===== src/rtl/ocra1_rx_if.sv =====
// OCRA1 receive-side bundle: raw serial pins in, deserialised words and status out.
interface ocra1_rx_if #(
  parameter int unsigned CNT_W = 16
);
  logic              oc1_clk_i;
  logic              oc1_syncn_i;
  logic              oc1_ldacn_i;
  logic              oc1_sdox_i;
  logic              oc1_sdoy_i;
  logic              oc1_sdoz_i;
  logic              oc1_sdoz2_i;
  logic [23:0]       shadowx_o;
  logic [23:0]       shadowy_o;
  logic [23:0]       shadowz_o;
  logic [23:0]       shadowz2_o;
  logic [23:0]       dacx_o;
  logic [23:0]       dacy_o;
  logic [23:0]       dacz_o;
  logic [23:0]       dacz2_o;
  logic              word_valid_o;
  logic              ldac_o;
  logic              frame_err_o;
  logic              busy_o;
  logic [CNT_W-1:0]  frame_cnt_o;
  logic [CNT_W-1:0]  err_cnt_o;

  // Serialiser side: drives the link, observes the receiver.
  modport master (
    output oc1_clk_i, oc1_syncn_i, oc1_ldacn_i,
    output oc1_sdox_i, oc1_sdoy_i, oc1_sdoz_i, oc1_sdoz2_i,
    input  shadowx_o, shadowy_o, shadowz_o, shadowz2_o,
    input  dacx_o, dacy_o, dacz_o, dacz2_o,
    input  word_valid_o, ldac_o, frame_err_o, busy_o, frame_cnt_o, err_cnt_o
  );

  // Receiver side.
  modport slave (
    input  oc1_clk_i, oc1_syncn_i, oc1_ldacn_i,
    input  oc1_sdox_i, oc1_sdoy_i, oc1_sdoz_i, oc1_sdoz2_i,
    output shadowx_o, shadowy_o, shadowz_o, shadowz2_o,
    output dacx_o, dacy_o, dacz_o, dacz2_o,
    output word_valid_o, ldac_o, frame_err_o, busy_o, frame_cnt_o, err_cnt_o
  );
endinterface


===== src/rtl/ocra1_rx.sv =====
// OCRA1 GPA link receiver: oversamples the 4-channel SPI bus and mirrors the
// DAC input (shadow) / output (dac) register pair.
module ocra1_rx #(
  parameter int unsigned SYNC_STAGES = 2,
  parameter int unsigned CNT_W       = 16
) (
  input logic       clk,
  input logic       rstn,
  ocra1_rx_if.slave bus
);
  localparam int unsigned WORD_W = 24;
  localparam int unsigned BCNT_W = 6;
  localparam int unsigned NPIN   = 7;
  localparam int unsigned NCH    = 4;
  // Pin order {sdoz2, sdoz, sdoy, sdox, ldacn, syncn, sclk}; active-low strobes idle high.
  localparam logic [NPIN-1:0]   SYNC_RST  = 7'b000_0110;
  localparam logic [BCNT_W-1:0] BCNT_MAX  = 6'd63;
  localparam logic [BCNT_W-1:0] BCNT_WORD = 6'd24;

  typedef enum logic {IDLE = 1'b0, SHIFT = 1'b1} state_t;

  logic [NPIN-1:0]                   pins_c;
  logic [SYNC_STAGES-1:0][NPIN-1:0]  sync_q, sync_d;
  logic [2:0]                        prev_q, prev_d;
  state_t                            state_q, state_d;
  logic [BCNT_W-1:0]                 bcnt_q, bcnt_d;
  logic [NCH-1:0][WORD_W-1:0]        shift_q, shift_d;
  logic [NCH-1:0][WORD_W-1:0]        shadow_q, shadow_d;
  logic [NCH-1:0][WORD_W-1:0]        dac_q, dac_d;
  logic                              word_valid_q, word_valid_d;
  logic                              ldac_q, ldac_d;
  logic                              frame_err_q, frame_err_d;
  logic                              busy_q, busy_d;
  logic [CNT_W-1:0]                  frame_cnt_q, frame_cnt_d;
  logic [CNT_W-1:0]                  err_cnt_q, err_cnt_d;

  logic [NPIN-1:0] sync_s_c;
  logic            sclk_s_c, syncn_s_c, ldacn_s_c;
  logic [NCH-1:0]  data_s_c;
  logic            sclk_fall_c, syncn_fall_c, syncn_rise_c, ldac_fall_c, sample_c;

  assign pins_c = {bus.oc1_sdoz2_i, bus.oc1_sdoz_i, bus.oc1_sdoy_i, bus.oc1_sdox_i,
                   bus.oc1_ldacn_i, bus.oc1_syncn_i, bus.oc1_clk_i};

  assign sync_s_c     = sync_q[SYNC_STAGES-1];
  assign sclk_s_c     = sync_s_c[0];
  assign syncn_s_c    = sync_s_c[1];
  assign ldacn_s_c    = sync_s_c[2];
  assign data_s_c     = sync_s_c[6:3];
  assign sclk_fall_c  = prev_q[0] & ~sclk_s_c;
  assign syncn_fall_c = prev_q[1] & ~syncn_s_c;
  assign syncn_rise_c = ~prev_q[1] & syncn_s_c;
  assign ldac_fall_c  = prev_q[2] & ~ldacn_s_c;
  assign sample_c     = sclk_fall_c & ~syncn_s_c;

  // Synchroniser chain plus one delayed copy of the control lines for edge detection.
  always_comb begin
    sync_d    = sync_q;
    sync_d[0] = pins_c;
    for (int i = 1; i < SYNC_STAGES; i++) begin
      sync_d[i] = sync_q[i-1];
    end
    prev_d = sync_s_c[2:0];
  end

  // Frame FSM, deserialiser, shadow/dac transfer and counters.
  always_comb begin
    state_d      = state_q;
    bcnt_d       = bcnt_q;
    shift_d      = shift_q;
    shadow_d     = shadow_q;
    dac_d        = dac_q;
    word_valid_d = 1'b0;
    ldac_d       = 1'b0;
    frame_err_d  = 1'b0;
    frame_cnt_d  = frame_cnt_q;
    err_cnt_d    = err_cnt_q;

    if (sample_c) begin
      for (int c = 0; c < NCH; c++) begin
        shift_d[c] = {shift_q[c][WORD_W-2:0], data_s_c[c]};
      end
    end

    case (state_q)
      IDLE: begin
        if (syncn_fall_c) begin
          state_d = SHIFT;
          bcnt_d  = sample_c ? BCNT_W'(1) : BCNT_W'(0);
        end
      end
      SHIFT: begin
        if (syncn_rise_c) begin
          state_d = IDLE;
          if (bcnt_q == BCNT_WORD) begin
            shadow_d     = shift_q;
            word_valid_d = 1'b1;
            frame_cnt_d  = frame_cnt_q + CNT_W'(1);
          end else begin
            frame_err_d = 1'b1;
            err_cnt_d   = err_cnt_q + CNT_W'(1);
          end
        end else if (sample_c && (bcnt_q != BCNT_MAX)) begin
          bcnt_d = bcnt_q + BCNT_W'(1);
        end
      end
      default: state_d = IDLE;
    endcase

    // shadow_d already holds a same-cycle frame update, giving the bypass.
    if (ldac_fall_c) begin
      dac_d  = shadow_d;
      ldac_d = 1'b1;
    end

    busy_d = (state_d == SHIFT);
  end

  // State and output registers.
  always_ff @(posedge clk or negedge rstn) begin
    if (!rstn) begin
      sync_q       <= {SYNC_STAGES{SYNC_RST}};
      prev_q       <= 3'b110;
      state_q      <= IDLE;
      bcnt_q       <= '0;
      shift_q      <= '0;
      shadow_q     <= '0;
      dac_q        <= '0;
      word_valid_q <= 1'b0;
      ldac_q       <= 1'b0;
      frame_err_q  <= 1'b0;
      busy_q       <= 1'b0;
      frame_cnt_q  <= '0;
      err_cnt_q    <= '0;
    end else begin
      sync_q       <= sync_d;
      prev_q       <= prev_d;
      state_q      <= state_d;
      bcnt_q       <= bcnt_d;
      shift_q      <= shift_d;
      shadow_q     <= shadow_d;
      dac_q        <= dac_d;
      word_valid_q <= word_valid_d;
      ldac_q       <= ldac_d;
      frame_err_q  <= frame_err_d;
      busy_q       <= busy_d;
      frame_cnt_q  <= frame_cnt_d;
      err_cnt_q    <= err_cnt_d;
    end
  end

  assign bus.shadowx_o    = shadow_q[0];
  assign bus.shadowy_o    = shadow_q[1];
  assign bus.shadowz_o    = shadow_q[2];
  assign bus.shadowz2_o   = shadow_q[3];
  assign bus.dacx_o       = dac_q[0];
  assign bus.dacy_o       = dac_q[1];
  assign bus.dacz_o       = dac_q[2];
  assign bus.dacz2_o      = dac_q[3];
  assign bus.word_valid_o = word_valid_q;
  assign bus.ldac_o       = ldac_q;
  assign bus.frame_err_o  = frame_err_q;
  assign bus.busy_o       = busy_q;
  assign bus.frame_cnt_o  = frame_cnt_q;
  assign bus.err_cnt_o    = err_cnt_q;
endmodule

===== src/flat_wrapper.sv =====
// flat-port wrapper written by rule: the top's interface ports become plain ports
module ocra1_rx_flat 
#(
  parameter int unsigned SYNC_STAGES = 2,
  parameter int unsigned CNT_W       = 16
)
  (clk, rstn, bus_oc1_clk_i, bus_oc1_syncn_i, bus_oc1_ldacn_i, bus_oc1_sdox_i, bus_oc1_sdoy_i, bus_oc1_sdoz_i, bus_oc1_sdoz2_i, bus_shadowx_o, bus_shadowy_o, bus_shadowz_o, bus_shadowz2_o, bus_dacx_o, bus_dacy_o, bus_dacz_o, bus_dacz2_o, bus_word_valid_o, bus_ldac_o, bus_frame_err_o, bus_busy_o, bus_frame_cnt_o, bus_err_cnt_o);
  ocra1_rx_if #(.CNT_W(CNT_W)) bus_i ();
  input logic clk;
  input logic rstn;
  input wire logic [$bits(bus_i.oc1_clk_i)-1:0] bus_oc1_clk_i;
  input wire logic [$bits(bus_i.oc1_syncn_i)-1:0] bus_oc1_syncn_i;
  input wire logic [$bits(bus_i.oc1_ldacn_i)-1:0] bus_oc1_ldacn_i;
  input wire logic [$bits(bus_i.oc1_sdox_i)-1:0] bus_oc1_sdox_i;
  input wire logic [$bits(bus_i.oc1_sdoy_i)-1:0] bus_oc1_sdoy_i;
  input wire logic [$bits(bus_i.oc1_sdoz_i)-1:0] bus_oc1_sdoz_i;
  input wire logic [$bits(bus_i.oc1_sdoz2_i)-1:0] bus_oc1_sdoz2_i;
  output wire logic [$bits(bus_i.shadowx_o)-1:0] bus_shadowx_o;
  output wire logic [$bits(bus_i.shadowy_o)-1:0] bus_shadowy_o;
  output wire logic [$bits(bus_i.shadowz_o)-1:0] bus_shadowz_o;
  output wire logic [$bits(bus_i.shadowz2_o)-1:0] bus_shadowz2_o;
  output wire logic [$bits(bus_i.dacx_o)-1:0] bus_dacx_o;
  output wire logic [$bits(bus_i.dacy_o)-1:0] bus_dacy_o;
  output wire logic [$bits(bus_i.dacz_o)-1:0] bus_dacz_o;
  output wire logic [$bits(bus_i.dacz2_o)-1:0] bus_dacz2_o;
  output wire logic [$bits(bus_i.word_valid_o)-1:0] bus_word_valid_o;
  output wire logic [$bits(bus_i.ldac_o)-1:0] bus_ldac_o;
  output wire logic [$bits(bus_i.frame_err_o)-1:0] bus_frame_err_o;
  output wire logic [$bits(bus_i.busy_o)-1:0] bus_busy_o;
  output wire logic [$bits(bus_i.frame_cnt_o)-1:0] bus_frame_cnt_o;
  output wire logic [$bits(bus_i.err_cnt_o)-1:0] bus_err_cnt_o;
  assign bus_i.oc1_clk_i = bus_oc1_clk_i;
  assign bus_i.oc1_syncn_i = bus_oc1_syncn_i;
  assign bus_i.oc1_ldacn_i = bus_oc1_ldacn_i;
  assign bus_i.oc1_sdox_i = bus_oc1_sdox_i;
  assign bus_i.oc1_sdoy_i = bus_oc1_sdoy_i;
  assign bus_i.oc1_sdoz_i = bus_oc1_sdoz_i;
  assign bus_i.oc1_sdoz2_i = bus_oc1_sdoz2_i;
  assign bus_shadowx_o = bus_i.shadowx_o;
  assign bus_shadowy_o = bus_i.shadowy_o;
  assign bus_shadowz_o = bus_i.shadowz_o;
  assign bus_shadowz2_o = bus_i.shadowz2_o;
  assign bus_dacx_o = bus_i.dacx_o;
  assign bus_dacy_o = bus_i.dacy_o;
  assign bus_dacz_o = bus_i.dacz_o;
  assign bus_dacz2_o = bus_i.dacz2_o;
  assign bus_word_valid_o = bus_i.word_valid_o;
  assign bus_ldac_o = bus_i.ldac_o;
  assign bus_frame_err_o = bus_i.frame_err_o;
  assign bus_busy_o = bus_i.busy_o;
  assign bus_frame_cnt_o = bus_i.frame_cnt_o;
  assign bus_err_cnt_o = bus_i.err_cnt_o;
  ocra1_rx #(.SYNC_STAGES(SYNC_STAGES), .CNT_W(CNT_W)) u_core (.clk(clk), .rstn(rstn), .bus(bus_i));
endmodule

===== config.mk =====
export PLATFORM = sky130hd
export DESIGN_NAME = ocra1_rx_flat
export DESIGN_NICKNAME = d
export VERILOG_FILES = /design/src/rtl/ocra1_rx_if.sv /design/src/rtl/ocra1_rx.sv /design/src/flat_wrapper.sv
export SDC_FILE = /design/constraint.sdc
export NUM_CORES = 1
export LEC_CHECK = 0
export BUFFER_PORTS_ARGS = -buffer_cell sky130_fd_sc_hd__buf_2
export CORE_ASPECT_RATIO = 1.25
export CORE_MARGIN = 2
export CORE_UTILIZATION = 30
export DETAILED_ROUTE_END_ITERATION = 12
export HOLD_SLACK_MARGIN = 0.06
export RECOVER_POWER = 50
export SYNTH_ARGS = -nofsm -noshare
export SYNTH_HDL_FRONTEND = slang
export SYNTH_SLANG_ARGS = --single-unit

===== constraint.sdc =====
create_clock -name clk -period 2.3 [get_ports clk]
set_input_delay 0.23 -clock clk [delete_from_list [all_inputs] [get_ports clk]]
set_output_delay 0.23 -clock clk [all_outputs]
set_load 0.01 [all_outputs]

Word level (Yosys, flattened, before mapping)
Cells that the tools add are included.

storage, ports and cells
  output and inout port bits = 228
  ROM bits = 0
  register bits after elaboration = 347
  input port bits = 9
  latch bits = 0
  word-level logic and storage cells = 63
  memories = 0
  RAM bits = 0

operators by class
  multiply operators = 0
  equality and inequality tests = 5
  divide/modulo/power cells = 0
  reductions and logical operators = 4
  mux-type cells = 18
  $lt $le $gt $ge = 0
  shifts and indexed selects = 0
  add/subtract/negate cells = 3
  bitwise logic cells = 11

operator list
  operator                                        count
  2-to-1 mux 96 bit                               3
  adder 16 x 1 -> 16 bit (second input constant)  2
  2-to-1 mux 6 bit                                3
  one-hot mux 6 bit (2 select lines)              1
  2-to-1 mux 1 bit                                10
  AND reduction 3 bit                             3
  adder 6 x 1 -> 6 bit (second input constant)    1
  == test 6 x 5 -> 1 bit (second input constant)  1
  != test 6 bit (second input constant)           1
  NOT 1 bit                                       6
  AND 1 bit                                       5
  != test 2 bit (second input constant)           2
  != test 2 x 1 -> 1 bit (second input constant)  1
  one-hot mux 1 bit (2 select lines)              1
  logical AND 1 bit                               1

Depth between registers and ports, before layout
Gate-level depths: netlist of run 1.

  depth in word-level cells = 7
  gate-level depth with buffers = 8
  mapped depth without buffers = 6

Worst setup path after synthesis of run 1
Ideal clock, no wire load.

  kind = register to register
  start point = reg u_core.bcnt_q[0]
  end point = reg u_core.dac_q (netlist bit u_core.bus.dacz2_o[23])
  required time = 2.175 ns
  setup slack = 0.323 ns
  setup time = 0.125 ns
  period minus slack after synthesis = 1.977 ns
  path buffers = 1
  stages on the path, launching flop included = 8
  data arrival time = 1.852 ns
  cells stage by stage = dfrtp_1 -> inv_1 -> ha_1 -> and4b_4 -> and2_1 -> clkbuf_1 -> mux2_2 -> mux2_2

RTL lines
  element                 RTL line         RTL
  start, declared         ocra1_rx.sv:26   logic [BCNT_W-1:0] bcnt_q, bcnt_d;
  start signal, assigned  ocra1_rx.sv:139  bcnt_q <= bcnt_d;
  end signal, assigned    ocra1_rx.sv:128  dac_q <= '0;
  end signal, assigned    ocra1_rx.sv:142  dac_q <= dac_d;
  end, declared           ocra1_rx.sv:29   logic [NCH-1:0][WORD_W-1:0] dac_q, dac_d;

==> results of run 1 <==
[synthesized netlist by cell type (2+ instances only)]
library cell,n
a211oi_1,2
a21oi_1,2
and2_1,2
and3_1,9
and4_1,4
buf_2,13
buf_6,4
clkbuf_1,16
dfrtp_1,341
dfstp_2,6
ha_1,4
inv_1,3
mux2_2,232
mux2_4,60
nand2_1,21
nand3_1,12
nand4_1,8
nand4b_1,2
nor2_1,9
nor2b_1,4
nor3_1,2
nor3b_1,2
xnor2_1,22
xor2_1,8
[area by class of cell]
class	count	area (sq um)	share of cell area, %
flip-flops and latches	347	8691	52.68
clock inverters	14	212.7	1.289
inverters	3	11.26	0.06825
clock buffers	51	1061	6.431
multi-input cells	417	4382	26.56
repair buffers	269	1425	8.638
well taps	572	715.7	4.338
[kinds of logic after synthesis]
logic type | share of synthesized area, %
flip-flops | 65.62
multiplexers | 26.60
AND/OR/NAND/NOR | 3.382
buffers and inverters | 1.455
XOR/XNOR | 1.984
AO/OA/AOI/OAI | 0.5008
adder cells (fa/ha/maj) | 0.4535
[routing by layer]
| layer | global-route usage [%] | part of all wire, % | up-vias | wire (microns) |
|---|---|---|---|---|
| met3 | 3.964 | 7.4 | 42 | 2040 |
| met2 | 20.23 | 49 | 184 | 13450 |
| met5 | 0 | 0 | - | 0 |
| met4 | 3.869 | 2.3 | 0 | 631 |
| li1 | - | - | 3383 | - |
| met1 | 14.89 | 42 | 3869 | 11560 |
[flip-flops by register name (all words and copies together), names as in the netlist]
register	flops
u_core.shift_q	96
u_core.bus.dacx_o	24
u_core.bus.dacy_o	24
u_core.bus.dacz2_o	24
u_core.bus.dacz_o	24
u_core.bus.shadowx_o	24
u_core.bus.shadowy_o	24
u_core.bus.shadowz2_o	24
u_core.bus.shadowz_o	24
u_core.bus.err_cnt_o	16
u_core.bus.frame_cnt_o	16
u_core.sync_d	7
u_core.sync_s_c	7
u_core.bcnt_q	6
u_core.prev_q	3
u_core.bus.frame_err_o	1
u_core.bus.ldac_o	1
u_core.bus.word_valid_o	1
u_core.state_q	1
[repair_timing]
| action | 4_1_cts | 5_1_grt |
|---|---|---|
| hold buffers | 8 | 0 |
| endpoints found under the hold margin | 85 | 0 |
| endpoints found under the setup margin | 0 | 0 |
[power by group through the flow]
| stage | sequential [W] | clock, W | combinational [W] |
|---|---|---|---|
| 6_report | 0.00671 | 0.00624 | 0.000731 |
| 5_1_grt | 0.00677 | 0.00671 | 0.000822 |
| 4_1_cts | 0.00673 | 0.00645 | 0.000768 |
| 3_5_place_dp | 0.00684 | 0 | 0.000754 |
| 3_3_place_gp | 0.00684 | 0 | 0.000733 |
| 2_1_floorplan | 0.00674 | 0 | 0.000440 |
[worst min path at each step]
stage | to | slack [ns] | cells after the start
2_1_floorplan | u_core.bcnt_q[0] | -0.07 | 0
3_3_place_gp | u_core.bus.dacz2_o[6] | 0.19 | 1
3_5_place_dp | u_core.bus.dacz2_o[6] | 0.20 | 1
4_1_cts | u_core.bus.dacz2_o[6] | 0.22 | 2
5_1_grt | u_core.sync_d[12] | 0.33 | 2
6_report | u_core.sync_s_c[3] | 0.35 | 0
[worst max-delay path: cells and delay by family (launching register included)]
kind / cells / cell delay (ns)
DFF: 1 / 0.40
adders and majority gates: 1 / 0.20
muxes: 2 / 0.64
and+or+nand+nor: 2 / 0.45
buffers and inverters: 2 / 0.32
[stage by stage]
stage	total power [W]	setup slack [ns]
after floorplan	0.007181	0.3233
after global routing	0.01431	0.03278
final	0.01368	0.1354
after detailed placement	0.007595	0.1114
after CTS	0.01395	0.1136
after global placement	0.007574	0.1571
==> results.yml, run 1 <==
place:
  gp_congestion: 0.7517
  dp_cells: 1600
  place_area_sq_um: 15300
  post-dp-hpwl_microns: 18630
  port_buffers: 236
critical_path:
  cp-end-kind: "flop"
  crit_type: "reg -> reg"
  cp.arrival_ns: 2.57
  crit_top_cell: "mux2_2"
  path_max_fanout: 25
  r2r-start: "u_core.bcnt_q[0]"
  crit_start: "u_core.bcnt_q[0]"
  r2r_cells: 7
  r2r-end: "u_core.bus.dacz_o[6]"
  crit_slowest_cell: "dfrtp_1"
  crit_chain: "inv_1, ha_1, and4b_4, nand2_8, buf_12, mux2_2, mux2_2"
  r2r_slack_ns: 0.14
  required_ns: 2.70
  critPathMaxStageDelay_ns: 0.40
  crit_end: "u_core.bus.dacz_o[6]"
  cp-start-kind: "flop"
pwr:
  leakage_nw: 8.502
  p_int_w: 0.01062
  pwr-share-comb_pct: 5.3
  p_sw_share_pct: 22.37
  power_frac_seq_pct: 49.1
  powerDensity_nw_per_um2: 829.3
  irDropWorstVdd_mv: 0.5377
  net-switching-power_w: 0.003061
  power_frac_clock_pct: 45.6
clock_network:
  post_cts_resized: 0
  cts.clk_slew.worst_paths_ns: 0.06
  cts_tree: "built"
  cts.sinks: 347
  htree_levels: 2
  clk_path_buf_depth: 3
  cts_made_buffers: 38
  insertion_delay_ns: 0.53
  post_cts_buffers: 0
  cts-root-buf: "clkbuf_16"
hold_path:
  hold_class: "reg -> reg"
  worstHoldStart: "u_core.sync_d[10]"
grt:
  grt.overflow.total: 0
  grt_max_degree: 64
  grt_pass1_vias: 7955
  grt_first_pass_wirelength_microns: 44240
  grt_use_total_pct: 12.16
  antenna_found_initial: 0
routing:
  drt_first_pass_iters: 4
  wl_microns: 27690
  num_vias: 7478
  drtIter0Drc: 234
  route.detailed.drc: 0
  route.detailed.wl_per_inst_microns: 16.55
  ant_nets: 0
  via_per_inst: 4.470
logic_synthesis:
  syn_inst: 802
  synthFlopType: "dfrtp_1"
  synth_top_area_share_pct: 64.43
  seq_area_frac_synth_pct: 65.62
  synth_top_cell_by_area: "dfrtp_1"
  ys_ff_latch: 347
  syn_area_sq_um: 13240
  netlist_top_cells_area: "dfrtp_1, mux2_2, mux2_4"
  syn-num-nets: 815
  ys_types: 38
  ys_warn_count: 0
  synthArstFlopShare_pct: 100.0
  synth_edf_count: 0
  avgSynthCellArea_sq_um: 16.51
finish:
  finalCoreUtilization_pct: 37.67
  final_area_sq_um: 16500
  area_growth_pct: 24.57
  final_cell_mix: "dfrtp_1, mux2_2, buf_2"
  nFillCells: 4151
  drive_above_1_share_pct: 47.23
  antenna_cells: 0
  instances_no_fill: 1673
  nets: 1089
  final_common_cell: "dfrtp_1"
run_status:
  status: "finished with violations"
  violations: "capacitance limit"
sta:
  hold_violations: 0
  setup-tns-final_ns: 0
  whs_ns: 0.3471
  finalMaxSlewViolations: 0
  post-route-period-util_pct: 94.11
  fmax_mhz: 462.0
  period_needed_ns: 2.165
  finClkSkew_ns: 0.01607
  rsz0062_at_grt: "false"
  maxSlewHeadroom_pct: 0.1533
  setup_viol: 0
  tightestPinTransition_ns: 1.498
flow_run:
  maxCapViolCount: 1
die:
  io_pins: 237
  fp.dieArea_sq_um: 45850
  row_count: 86
  die_h_microns: 238.9
  initial_utilization_pct: 30.24
  coreArea_sq_um: 43790
  die_x_microns: 191.9
(Power assumes the default switching activity.)
==> run 2, diff against run 1 <==
Settings changed: ABC_AREA set to 1.
==> run 2 against run 1 <==
Net effect: the run now ends clean; total power decreased by 2.6%; hold slack worse by 0.11 ns; cell count grew 39%; core utilization down 0.57 points; count of clock-buffer cells in the layout is 2 higher; setup slack gained 0.19 ns; wire length grew 20%; synthesized area grew 3.5%; sequential share of layout area down 0.82 points; sequential power is 3.7% lower; largest power group unchanged; critical path depth unchanged.
==> results.yml, run 2 <==
logic_synthesis:
  synth_top_area_share_pct: 62.23
  synthArstFlopShare_pct: 100.0
  syn_area_sq_um: 13710
  netlist_top_cells_count: "nand2_1, dfrtp_1, inv_1"
  synth_top_cell_by_area: "dfrtp_1"
  syn_inst: 1472
  seq_area_frac_synth_pct: 63.38
  ys_ff_latch: 347
  synth_most_common_cell: "nand2_1"
  synth_edf_count: 0
  avgSynthCellArea_sq_um: 9.315
  ys_types: 28
  synthFlopType: "dfrtp_1"
  netlist_top_cells_area: "dfrtp_1, nand2_1, o21ai_0"
  ys_warn_count: 0
  syn-num-nets: 1485
critical_path:
  r2r-start: "u_core.sync_s_c[1]"
  path_max_fanout: 39
  crit_type: "reg -> reg"
  crit_slowest_cell: "dfstp_1"
  crit_start: "u_core.sync_s_c[1]"
  crit_top_cell: "nand2_1"
  crit_buf_inv: 1
  required_ns: 2.76
  r2r_slack_ns: 0.33
  cp-start-kind: "flop"
  cp.depth: 7
  critPathMaxStageDelay_ns: 0.64
  cp-end-kind: "flop"
  critical-path-top-delay-family: "simple AND/OR/NAND/NOR gates"
  cp.arrival_ns: 2.44
  r2r_cells: 7
  crit_chain: "nand2_1, nor2_2, nand2_8, buf_4, o21ai_0, nand2_1, nand2_1"
die:
  die_x_microns: 195.2
  fp.dieArea_sq_um: 47440
  coreArea_sq_um: 45170
  row_count: 87
  io_pins: 237
  die_h_microns: 243.0
  initial_utilization_pct: 30.35
clock_network:
  cts_tree: "built"
  clk_path_buf_depth: 3
  cts_made_buffers: 38
  post_cts_resized: 0
  htree_levels: 2
  cts.sinks: 347
  insertion_delay_ns: 0.54
  cts.clk_slew.worst_paths_ns: 0.06
  cts-root-buf: "clkbuf_16"
routing:
  via_per_inst: 4.435
  num_vias: 10290
  route.detailed.wl_per_inst_microns: 14.30
  drtIter0Drc: 537
  wl_microns: 33170
  route.detailed.drc: 0
  drt_first_pass_iters: 5
  ant_nets: 0
sta:
  fmax_mhz: 506.5
  hold_violations: 0
  finClkSkew_ns: 0.02102
  period_needed_ns: 1.974
  maxSlewHeadroom_pct: 18.32
  finalMaxSlewViolations: 0
  setup_viol: 0
  tightestPinTransition_ns: 1.225
  post-route-period-util_pct: 85.84
  rsz0062_at_grt: "false"
  setup-tns-final_ns: 0
finish:
  regMostFlops: "u_core.shift_q"
  area_growth_pct: 22.22
  drive_above_1_share_pct: 16.72
  largest_register_ffs: 96
  final_cell_mix: "nand2_1, dfrtp_1, buf_2"
  finalCoreUtilization_pct: 37.10
  nets: 1724
  final_common_cell: "nand2_1"
  nFillCells: 4580
pwr:
  p_sw_share_pct: 23.60
  leakage_nw: 8.376
  powerDensity_nw_per_um2: 795.4
  net-switching-power_w: 0.003146
  p_int_w: 0.01018
  power_frac_seq_pct: 48.4
  pwr-share-comb_pct: 4.7
  power_frac_clock_pct: 46.9
  irDropWorstVdd_mv: 0.5130
run_status:
  status: "completed"
place:
  port_buffers: 236
  post-dp-hpwl_microns: 22020
  gp_congestion: 0.8595
grt:
  grt_use_total_pct: 14.16
  grt_max_degree: 98
  grt_pass1_vias: 10360
  grt_first_pass_wirelength_microns: 54680
  grt.overflow.total: 0
  antenna_found_initial: 1
flow_run:
  maxCapViolCount: 0
hold_path:
  hold_class: "in -> async"
==> run 2: metrics by stage <==
stage	power, W	setup slack [ns]	cell area, sq um	instances	hold WS (ns)
final	0.01333	0.3256	16760	2319	0.2409
after global routing	0.01394	0.07418	16760	2319	0.2768
after floorplan	0.006891	0.6898	13710	1472	-0.06559
after detailed placement	0.007218	0.3704	15580	2241	0.2341
after global placement	0.007196	0.4289	15580	2241	0.2321
after CTS	0.01359	0.3289	16950	2318	0.2588
==> run 2: worst register-to-register path, stage by stage (launching register included) <==
cell,delay (ns)
dfstp_1,0.64
nand2_1,0.12
nor2_2,0.25
nand2_8,0.24
buf_4,0.28
o21ai_0,0.23
nand2_1,0.08
nand2_1,0.07
==> run 2: per-layer routing <==
| layer | part of all wire [%] | vias to the layer above | GRT usage (%) |
|---|---|---|---|
| met3 | 4.3 | 67 | 2.723 |
| met1 | 44 | 4984 | 18.03 |
| li1 | - | 5042 | - |
| met2 | 48 | 192 | 23.69 |
| met5 | 0 | - | 0 |
| met4 | 3.4 | 0 | 5.725 |
==> run 2: worst paths after layout <==
kind	endpoint
worst max-delay path	u_core.bus.dacz2_o[20]
min in group clk	u_core.sync_d[12]
worst min register to register	u_core.sync_s_c[4]
max in group asynchronous	u_core.bus.dacx_o[21]
worst max register to register	u_core.bus.dacz2_o[20]
worst min-delay path	u_core.shift_q[87]
==> run 2: cell families after synthesis <==
group	count (synthesis)	share of synthesized area [%]
adders and majority gates	4	0.3650
AOI/OAI and AO/OA	201	8.979
and+or+nand+nor	709	20.18
buffers and inverters	197	6.196
DFF	347	63.38
xor gates and xnor gates	14	0.8943
==> run 2: power groups by stage <==
stage	clock network, W	registers [W]	logic, W
final	0.00625	0.00646	0.000624
after global routing	0.00672	0.00649	0.000733
after CTS	0.00647	0.00646	0.000667
after detailed placement	0	0.00657	0.000652
after global placement	0	0.00656	0.000636
after floorplan	0	0.00655	0.000345
==> run 2: layout make-up <==
class,count,area (sq um),area share (%)
repair buffers,263,1363,8.131
clock inverters,16,190.2,1.135
clock buffers,53,1097,6.548
flip-flops and latches,347,8691,51.86
well taps,578,723.2,4.315
diodes,1,2.502,0.01493
inverters,133,500.5,2.986
multi-input cells,928,4192,25.01
==> run 2: what timing repair did <==
item / CTS / global route
setup buffers: 0 / 0
hold endpoints to repair: 60 / 0
hold buffers: 8 / 0
==> run 3, diff against run 2 <==
Settings changed: CTS_BUF_LIST set to sky130_fd_sc_hd__clkbuf_16.
==> run 3 against run 2 <==
Net effect: highest routed layer unchanged; core utilization is 0.20 points lower; critical path depth stayed put; die area stayed put; largest cell class unchanged.
==> results.yml, run 3 (same netlist as run 2, synthesis figures left out) <==
run_status:
  status: "completed"
grt:
  grt_pass1_vias: 10330
  grt_first_pass_wirelength_microns: 54590
  grt_use_total_pct: 14.13
  antenna_found_initial: 1
  grt_max_degree: 98
  grt.overflow.total: 0
sta:
  setup_viol: 0
  finClkSkew_ns: 0.02057
  maxSlewHeadroom_pct: 17.74
  setup-tns-final_ns: 0
  hold_violations: 0
  tightestPinTransition_ns: 1.234
  finalMaxSlewViolations: 0
  fmax_mhz: 505.5
  post-route-period-util_pct: 86.01
  rsz0062_at_grt: "false"
  fin_ws_ns: 0.3217
  period_needed_ns: 1.978
routing:
  drtIter0Drc: 518
  num_vias: 10220
  route.detailed.wl_per_inst_microns: 14.27
  via_per_inst: 4.406
  wl_microns: 33090
  route.detailed.drc: 0
  drt_first_pass_iters: 5
  ant_nets: 0
critical_path:
  cp-start-kind: "flop"
  r2r_cells: 7
  path_max_fanout: 39
  cp.arrival_ns: 2.44
  required_ns: 2.76
  crit_type: "reg -> reg"
  cp-end-kind: "flop"
clock_network:
  post_cts_buffers: 0
  clk_path_buf_depth: 3
  cts_tree: "built"
  insertion_delay_ns: 0.54
  cts.clk_slew.worst_paths_ns: 0.06
  post_cts_resized: 0
  cts-root-buf: "clkbuf_16"
  cts_made_buffers: 38
  htree_levels: 2
  cts.sinks: 347
pwr:
  finalPower_w: 0.01299
  irDropWorstVdd_mv: 0.5061
  leakage_nw: 8.350
  powerDensity_nw_per_um2: 779.1
place:
  dp_worst_setup_slack_ns: 0.3704
  post-dp-hpwl_microns: 22020
  port_buffers: 236
  gp_congestion: 0.8595
  place_area_sq_um: 15580
finish:
  area_growth_pct: 21.56
  final_cell_mix: "nand2_1, dfrtp_1, inv_1, buf_2, o21ai_0"
  final_area_sq_um: 16670
  largest_register_ffs: 96
  drive_above_1_share_pct: 16.21
  nets: 1724
  final_common_cell: "nand2_1"
  finalCoreUtilization_pct: 36.90
  regMostFlops: "u_core.shift_q"
die:
  row_count: 87
  initial_utilization_pct: 30.35
  io_pins: 237
  die_h_microns: 243.0
  fp.dieArea_sq_um: 47440
  die_x_microns: 195.2
  coreArea_sq_um: 45170
flow_run:
  maxCapViolCount: 0
hold_path:
  hold_class: "in -> async"
run 3: cell types whose count changed in the layout (fill, tap and decap cells not counted):
cell and delta:
clkbuf_1 -6, clkinv_1 +9, inv_1 +6, clkbuf_8 -9
run 3: area by class of cell:
cell class / count / area (sq um)
antenna: 1 / 2.502
clock buffer: 38 / 950.9
clock inverter: 31 / 246.5
fill: 4592 / 28510
inverter: 133 / 500.5
multi-input combinational: 928 / 4192
sequential: 347 / 8691
tap: 578 / 723.2
timing repair buffer: 263 / 1363
run 3: path summary, 6_finish.rpt:
path	slack, ns	start	to
max	0.32	u_core.sync_s_c[1]	u_core.bus.dacz2_o[21]
min	0.24	rstn	u_core.bus.dacz_o[3]
max in group asynchronous	0.46	rstn	u_core.bus.dacx_o[12]
min reg2reg	0.35	u_core.sync_d[11]	u_core.sync_s_c[4]
max reg2reg	0.32	u_core.sync_s_c[1]	u_core.bus.dacz2_o[21]
min in group clk	0.33	bus_oc1_sdoz_i	u_core.sync_d[12]
run 3: per-layer routing:
metal / share of wire (%) / track usage, %
met1: 44 / 18.02
met2: 49 / 23.78
met3: 4.3 / 2.723
met4: 3.0 / 5.321
met5: 0 / 0
run 3: worst max-delay path, cell delays in order (launching register included):
cell and delay [ns]:
dfstp_1 0.64, nand2_1 0.12, nor2_2 0.25, nand2_8 0.23
buf_4 0.28, o21ai_0 0.23, nand2_1 0.08, nand2_1 0.07
run 3: timing repair:
item	in CTS	in global routing
endpoints found under the setup margin	0	0
hold endpoints to repair	60	0
hold buffers	8	0
run 3: where the power goes:
part           switching, W  internal, W
Combinational      0.000453     0.000171
Sequential         0.000151      0.00631
Clock               0.00253      0.00338
run 3: stage by stage:
step | instances | hold WS, ns
finish | 2319 | 0.2433
global route | 2319 | 0.2777
CTS | 2318 | 0.2588
detailed placement | 2241 | 0.2341
global placement | 2241 | 0.2321
floorplan | 1472 | -0.06559
